<file path="src/rtl/if_stage.sv">
// rtl/if_stage.sv - instruction fetch stage: PC, fetch FSM, one-entry stall buffer, IF/ID register and field decode
module if_stage #(
    parameter logic [31:0] RESET_PC = 32'h0000_0000
) (
    input  logic        clk,
    input  logic        rst_n,
    output logic        imem_req,
    output logic [31:0] imem_addr,
    input  logic        imem_valid,
    input  logic [31:0] imem_rdata,
    input  logic        stall,
    input  logic        branch_taken,
    input  logic [31:0] branch_target,
    output logic        id_valid,
    output logic [31:0] id_instr,
    output logic [31:0] id_pc_plus4,
    output logic [5:0]  opcode,
    output logic [5:0]  funct,
    output logic [4:0]  rs,
    output logic [4:0]  rt,
    output logic [4:0]  rd,
    output logic [31:0] imm_sext
);

    typedef enum logic [1:0] {
        FETCH = 2'd0,
        HOLD  = 2'd1,
        DRAIN = 2'd2
    } state_t;

    state_t      state_q, state_d;
    logic [31:0] pc_q, pc_d;
    logic [31:0] drain_addr_q, drain_addr_d;
    logic [31:0] buf_instr_q, buf_instr_d;
    logic [31:0] buf_pc4_q, buf_pc4_d;
    logic        id_valid_q, id_valid_d;
    logic [31:0] id_instr_q, id_instr_d;
    logic [31:0] id_pc4_q, id_pc4_d;

    logic [31:0] pc_plus4;
    logic [31:0] target;

    assign pc_plus4 = pc_q + 32'd4;
    assign target   = branch_target & ~32'd3;

    always_ff @(posedge clk or negedge rst_n) begin
        if (!rst_n) begin
            state_q <= FETCH;
        end else begin
            state_q <= state_d;
        end
    end

    always_comb begin
        state_d = state_q;
        case (state_q)
            FETCH: begin
                if (branch_taken) begin
                    if (!imem_valid) state_d = DRAIN;
                end else if (stall && imem_valid) begin
                    state_d = HOLD;
                end
            end
            HOLD: begin
                if (branch_taken || !stall) state_d = FETCH;
            end
            DRAIN: begin
                if (imem_valid) state_d = FETCH;
            end
            default: state_d = FETCH;
        endcase
    end

    // No request while in reset or while the buffered word waits for the stall to clear.
    always_comb begin
        imem_req  = rst_n && (state_q != HOLD);
        imem_addr = (state_q == DRAIN) ? drain_addr_q : pc_q;
    end

    always_comb begin
        pc_d         = pc_q;
        drain_addr_d = drain_addr_q;
        buf_instr_d  = buf_instr_q;
        buf_pc4_d    = buf_pc4_q;
        id_valid_d   = id_valid_q;
        id_instr_d   = id_instr_q;
        id_pc4_d     = id_pc4_q;
        case (state_q)
            FETCH: begin
                if (branch_taken) begin
                    pc_d       = target;
                    id_valid_d = 1'b0;
                    id_instr_d = 32'd0;
                    if (!imem_valid) drain_addr_d = pc_q;
                end else if (imem_valid) begin
                    pc_d = pc_plus4;
                    if (stall) begin
                        buf_instr_d = imem_rdata;
                        buf_pc4_d   = pc_plus4;
                    end else begin
                        id_valid_d = 1'b1;
                        id_instr_d = imem_rdata;
                        id_pc4_d   = pc_plus4;
                    end
                end else if (!stall) begin
                    id_valid_d = 1'b0;
                end
            end
            HOLD: begin
                if (branch_taken) begin
                    pc_d        = target;
                    buf_instr_d = 32'd0;
                    buf_pc4_d   = 32'd0;
                    id_valid_d  = 1'b0;
                    id_instr_d  = 32'd0;
                end else if (!stall) begin
                    id_valid_d = 1'b1;
                    id_instr_d = buf_instr_q;
                    id_pc4_d   = buf_pc4_q;
                end
            end
            DRAIN: begin
                // The in-flight word belongs to the old path; only the redirect target moves.
                if (branch_taken) begin
                    pc_d       = target;
                    id_valid_d = 1'b0;
                    id_instr_d = 32'd0;
                end
            end
            default: ;
        endcase
    end

    always_ff @(posedge clk or negedge rst_n) begin
        if (!rst_n) begin
            pc_q         <= RESET_PC & ~32'd3;
            drain_addr_q <= 32'd0;
            buf_instr_q  <= 32'd0;
            buf_pc4_q    <= 32'd0;
            id_valid_q   <= 1'b0;
            id_instr_q   <= 32'd0;
            id_pc4_q     <= 32'd0;
        end else begin
            pc_q         <= pc_d;
            drain_addr_q <= drain_addr_d;
            buf_instr_q  <= buf_instr_d;
            buf_pc4_q    <= buf_pc4_d;
            id_valid_q   <= id_valid_d;
            id_instr_q   <= id_instr_d;
            id_pc4_q     <= id_pc4_d;
        end
    end

    assign id_valid    = id_valid_q;
    assign id_instr    = id_instr_q;
    assign id_pc_plus4 = id_pc4_q;

    assign opcode   = id_instr_q[31:26];
    assign rs       = id_instr_q[25:21];
    assign rt       = id_instr_q[20:16];
    assign rd       = id_instr_q[15:11];
    assign funct    = id_instr_q[5:0];
    assign imm_sext = {{16{id_instr_q[15]}}, id_instr_q[15:0]};

endmodule

</file>
<file path="config.mk">
export PLATFORM = sky130hd
export DESIGN_NAME = if_stage
export DESIGN_NICKNAME = d
export VERILOG_FILES = /design/src/rtl/if_stage.sv
export SDC_FILE = /design/constraint.sdc
export NUM_CORES = 1
export LEC_CHECK = 0
export BUFFER_PORTS_ARGS = -buffer_cell sky130_fd_sc_hd__buf_2
export CAP_MARGIN = 20
export CORE_ASPECT_RATIO = 0.75
export CORE_MARGIN = 8
export CORE_UTILIZATION = 54
export CTS_CLUSTER_SIZE = 25
export DETAILED_ROUTE_END_ITERATION = 6
export PLACE_DENSITY = 0.8
export SLEW_MARGIN = 10
export SYNTH_ARGS = -nofsm -noshare
export SYNTH_HDL_FRONTEND = slang
export SYNTH_SLANG_ARGS = --single-unit
</file>
<file path="constraint.sdc">
create_clock -name clk -period 2.4 [get_ports clk]
set_input_delay 0.12 -clock clk [delete_from_list [all_inputs] [get_ports clk]]
set_output_delay 0.12 -clock clk [all_outputs]
set_load 0.02 [all_outputs]
</file>
# --- Yosys cells after proc, flatten, opt, wreduce, memory -nomap -nowiden ---
# Index checks and enable logic that the tools add are counted.
word_totals:
  reg_bits: 195
  output_inout_bits: 157
  wordCells: 85
classes:
  n_eq_ne: 20
  reduce_logical: 16
  add_sub_neg: 1
  muxes: 39
  n_bitwise: 1
op_table:
  columns: ["operator", "count"]
  rows:
  - ["$mux 32", 21]
  - ["$pmux 32 s2", 4]
  - ["$pmux 32 s3", 1]
  - ["$add 32x3->32 const B", 1]
  - ["$ne 2x2->1 const B", 10]
  - ["$ne 3x3->1 const B", 5]
  - ["$mux 2", 5]
  - ["$reduce_and 5->1", 2]
  - ["$reduce_and 3->1", 3]
  - ["$mux 1", 6]
  - ["$pmux 2 s3", 1]
  - ["$reduce_and 6->1", 1]
  - ["$ne 2x1->1 const B", 2]
  - ["$ne 4x4->1 const B", 1]
  - ["$reduce_and 4->1", 1]
  - ["$reduce_bool 2->1", 2]
  - ["$pmux 1 s3", 1]
  - ["$reduce_bool 3->1", 1]
  - ["$eq 2x1->1 const B", 1]
  - ["$eq 2x2->1 const B", 1]
  - ["$logic_and 1x1->1", 2]
  - ["$logic_not 2->1", 1]
  - ["$reduce_or 2->1", 1]
  - ["$logic_not 1->1", 1]
  - ["other kinds (2)", 2]

# --- Longest topological paths before layout ---
depth:
  depth_word: 5
  depth_mapped: 10
  ltp_nobuf: 7

# --- Least setup slack after synthesis ---
# OpenSTA, ideal clock, no wires.
synth_timing:
  path_type: "reg-to-reg"
  startpoint: "register state_q[0]"
  endpoint: "register buf_pc4_q[10]"
  arrival_time_ns: 2.039
  setup_ns: 0.121
  synth_period_minus_slack_ns: 2.160
  path_stages_with_launch: 9
  slack_ns: 0.240
  cell_sequence: "dfrtp_1 inv_1 ha_1 nand2_1 nor4b_2 o21ba_2 clkbuf_1 clkbuf_1 a22o_1"
synth_via:
  elab_chain_len: 3
  elab_cells_between_ends: 9
  classes_between: "eq/ne (5); mux (1); reduce/logical (3)"
synth_rtl:
  columns: ["item", "line_no", "rtl"]
  rows:
  - ["start: declaration", "31", "state_t state_q, state_d;"]
  - ["start signal: assignment", "50", "state_q <= state_d;"]
  - ["$eq 2x1->1 or $logic_not 2->1 (tied branches)", "88", "case (state_q)"]
  - ["$ne 2x2->1 (no source line) or $reduce_bool 2->1 (tied branches)", null, null]
  - ["$reduce_and 5->1 (no source line)", null, null]
  - ["end signal: assignment", "147", "buf_pc4_q <= buf_pc4_d;"]
  - ["end: declaration", "35", "logic [31:0] buf_pc4_q, buf_pc4_d;"]
# Several ways; a longest one is shown, not always the timed one.
# A chain may end at the register's enable or synchronous reset.

# --- Final worst setup path ---
layout_timing:
  startpoint: "register pc_q[12]"
  endpoint: "register buf_pc4_q[23]"
layout_via:
  elab_chain_len: 5
layout_rtl:
  columns: ["item", "line_no", "rtl"]
  rows:
  - ["start: declaration", "32", "logic [31:0] pc_q, pc_d;"]
  - ["start signal: assignment", "136", "pc_q <= RESET_PC & ~32'd3;"]
  - ["start signal: assignment", "144", "pc_q <= pc_d;"]
  - ["$add 32x3->32", "43", "assign pc_plus4 = pc_q + 32'd4;"]
  - ["$mux 32", "97", "if (stall) begin"]
  - ["$mux 32", "95", "end else if (imem_valid) begin"]
  - ["$mux 32", "90", "if (branch_taken) begin"]
  - ["$pmux 32 s2", "88", null]
# No other way between the ends. The select of a mux whose other input is x is not followed.

==> impl_metrics.yaml <==
clock_network:
  numCtsBuffers: 17
  post_cts_buffers: 0
  cts_tree: "done"
  cts_buffer_depth: 2
  cts_root_buf: "clkbuf_16"
  h-tree-depth: 4
  cts_sinks: 189
  clk_latency_ns: 0.43
  cts.clk_slew.worst_paths_ns: 0.07
yosys:
  ys.flop_type: "dfrtp_1"
  synth-seq-cells: 189
  yosys_warnings: 0
  syn_area_per_cell_um2: 9.85
  postSynthCellCount: 968
  async_flop_share_pct: 100
  netlist_area_um2: 9530
  yosysSeqAreaShare_pct: 49.6
  synth_edf_count: 0
  synth_cell_types: 56
setup_path:
  crit_arrival_ns: 2.55
  cp_slowest_cell: "or4_4"
  end_kind: "register"
  crit_path_start_kind: "register"
  cp_data_required_time_ns: 2.70
  cp_cell_sequence: "nand2_1 > or4_4 > or3_1 > xnor2_1 > o21ai_0"
  cpPeakStageDelay_ns: 0.57
  crit_type: "register to register"
  cp_max_fo: 10
floorplanning:
  die_y_um: 131
  ios: 226
  num_rows: 42
  die_area_um2: 22200
  die_w_um: 169
  start_util_pct: 54.6
  core_um2: 17400
power:
  vdd_drop_max_v: 0.000874
  powerDensity_nw_per_um2: 1370
  leakagePower_nw: 5.44
sta:
  hold_viol_final: 0
  worst_pin_slew_ns: 0.615
  fmax_ghz: 0.444
  fin_skew_ns: 0.00784
  tns_ns: 0
  relSlewSlack_pct: 58.7
  setup_viol_count_final: 0
  rsz0062_at_grt: "false"
  timing.final.crit_share_pct: 93.8
  final_max_slew_viol_count: 0
  final.min_clock_period_ns: 2.25
global_routing:
  track_usage_pct: 24.2
  overflow: 0
  grt_pass1_vias: 7784
  grt_pass1_wl_mm: 42.5
  grt_max_degree: 99
  antenna_found_initial: 0
status:
  status: "finished clean"
finish:
  layout_commonest_cell: "buf_2"
  areaGrowthSynthToFinish_pct: 21.7
  drive_gt1_share_pct: 31.0
  nets: 1220
  utilization_pct: 66.5
  layout_common_cells: "220 x buf_2, 189 x dfrtp_1, 127 x nand2_1"
routing:
  totalWireLength_mm: 27.1
  wire_per_inst_um: 19.3
  drt_iter0_markers: 760
  via_count: 8083
  drt_pass1_iterations: 7
  drt-vias-per-instance: 5.76
  ant_nets: 0
  drc: 0
place:
  place_congestion: 0.916
  dp_hpwl_mm: 18.6
  portBuffers: 221
worst_hold_path:
  hp-class: "input pin to register"
run:
  cap_violations: 0
==> path summary, 6_finish.rpt <==
check	from	endpoint	slack, ns	cells after the start
worst max-delay path	pc_q[12]$_DFFE_PN0P_	buf_pc4_q[23]$_DFFE_PN0P_	0.15	5
worst min-delay path	branch_target[12]	pc_q[12]$_DFFE_PN0P_	0.02	3
worst max register to register	pc_q[12]$_DFFE_PN0P_	buf_pc4_q[23]$_DFFE_PN0P_	0.15	5
worst min register to register	buf_pc4_q[25]$_DFFE_PN0P_	buf_pc4_q[25]$_DFFE_PN0P_	0.47	2
max in group asynchronous	rst_n	id_instr[22]$_DFFE_PN0P_	1.19	3
min in group asynchronous	rst_n	buf_pc4_q[31]$_DFFE_PN0P_	0.30	2
==> power by group <==
part / switching, W / internal (W) / total, W
combinational: 0.00456 / 0.00282 / 0.00738
clock: 0.00132 / 0.00147 / 0.00279
sequential: 0.00118 / 0.00460 / 0.00577
total: 0.00706 / 0.00889 / 0.0159
==> cell type report <==
cell class	count	area (um2)
Antenna cell	2	5.00
Clock buffer	17	425
Clock inverter	15	153
Fill cell	1358	5850
Inverter	9	33.8
Multi-Input combinational cell	623	4000
Sequential cell	189	4730
Tap cell	242	303
Timing Repair Buffer	306	1950
==> Yosys cell counts (2+ instances only) <==
cell      count  share of area (%)
dfrtp_1     189                 50
nand2_1     127                5.0
o21ai_0     111                5.8
clkbuf_1     70                2.8
buf_4        62                4.9
mux2_2       52                6.1
a22o_1       43                4.0
a21oi_1      35                1.8
a22oi_1      32                2.5
nor2_1       29                1.1
nand3_1      17               0.89
xnor2_1      14                1.3
and3_1       13               0.85
nor3_1       13               0.68
nor4_1       13               0.85
nand4_1      10               0.66
inv_1         9               0.35
mux2i_1       9               0.94
o22ai_1       9               0.59
o31ai_1       9               0.71
buf_2         8               0.42
nand2b_1      8               0.52
o31a_1        8               0.73
a311oi_1      6               0.55
buf_1         6               0.24
o221a_2       6               0.71
ha_1          5               0.66
o21a_1        5               0.39
xor2_1        5               0.46
o21ai_1       4               0.21
a31oi_1       3               0.20
and2_1        3               0.20
nor2b_1       3               0.20
o22a_1        3               0.28
or3_1         3               0.20
and4_1        2               0.18
buf_6         2               0.24
o21ba_2       2               0.21
or4_1         2               0.16
or4_4         2               0.24
==> through the flow <==
| step | setup WS, ns | instances | power [W] | hold WS (ns) | instance area (um2) |
|---|---|---|---|---|---|
| global route | 0.0000173 | 1401 | 0.0169 | 0.00291 | 11600 |
| finish | 0.148 | 1403 | 0.0159 | 0.0179 | 11600 |
| CTS | 0.201 | 1400 | 0.0159 | 0.00221 | 11600 |
| global placement | 0.285 | 1318 | 0.0128 | 0.108 | 10500 |
| detailed placement | 0.215 | 1318 | 0.0130 | 0.110 | 10500 |
| floorplan | 0.240 | 969 | 0.0108 | -0.176 | 9540 |
==> kinds of logic (layout without fill, tap and decap cells) <==
kind of cell / Yosys count / count (layout) / synth area share, %
other: 1 / 4 / 0.0393
muxes: 61 / 61 / 7.09
AOI/OAI and AO/OA: 285 / 285 / 19.5
DFF: 189 / 189 / 49.6
buffers and inverters: 157 / 347 / 8.88
and+or+nand+nor: 251 / 251 / 12.5
adders and majority gates: 5 / 5 / 0.656
xor gates and xnor gates: 19 / 19 / 1.75
==> critical path, delay by kind of cell, from the launching register on <==
family | cells | cell delay [ns]
XOR/XNOR | 1 | 0.27
flip-flops | 1 | 0.53
AO/OA/AOI/OAI | 1 | 0.12
AND/OR/NAND/NOR | 3 | 1.20
==> state kept, by name (all words and copies together), names as in the netlist <==
name and flops:
id_valid 1, drain_addr_q 30, pc_q 30, buf_instr_q 32
buf_pc4_q 31, id_pc_plus4 31, id_instr 32, state_q 2
==> repair_timing <==
action	in CTS	in global routing
endpoints found under the hold margin	118	1
endpoints found under the setup margin	0	5
hold buffers	50	1
gates resized for setup	0	4
==> layer usage <==
metal	share of wire, %	global-route usage, %	wire (um)
met5	0	0	0
met3	9.5	7.33	2580
met1	45	35.2	12200
met2	44	34.5	11900
met4	1.7	6.38	451
(Power assumes the default switching activity.)
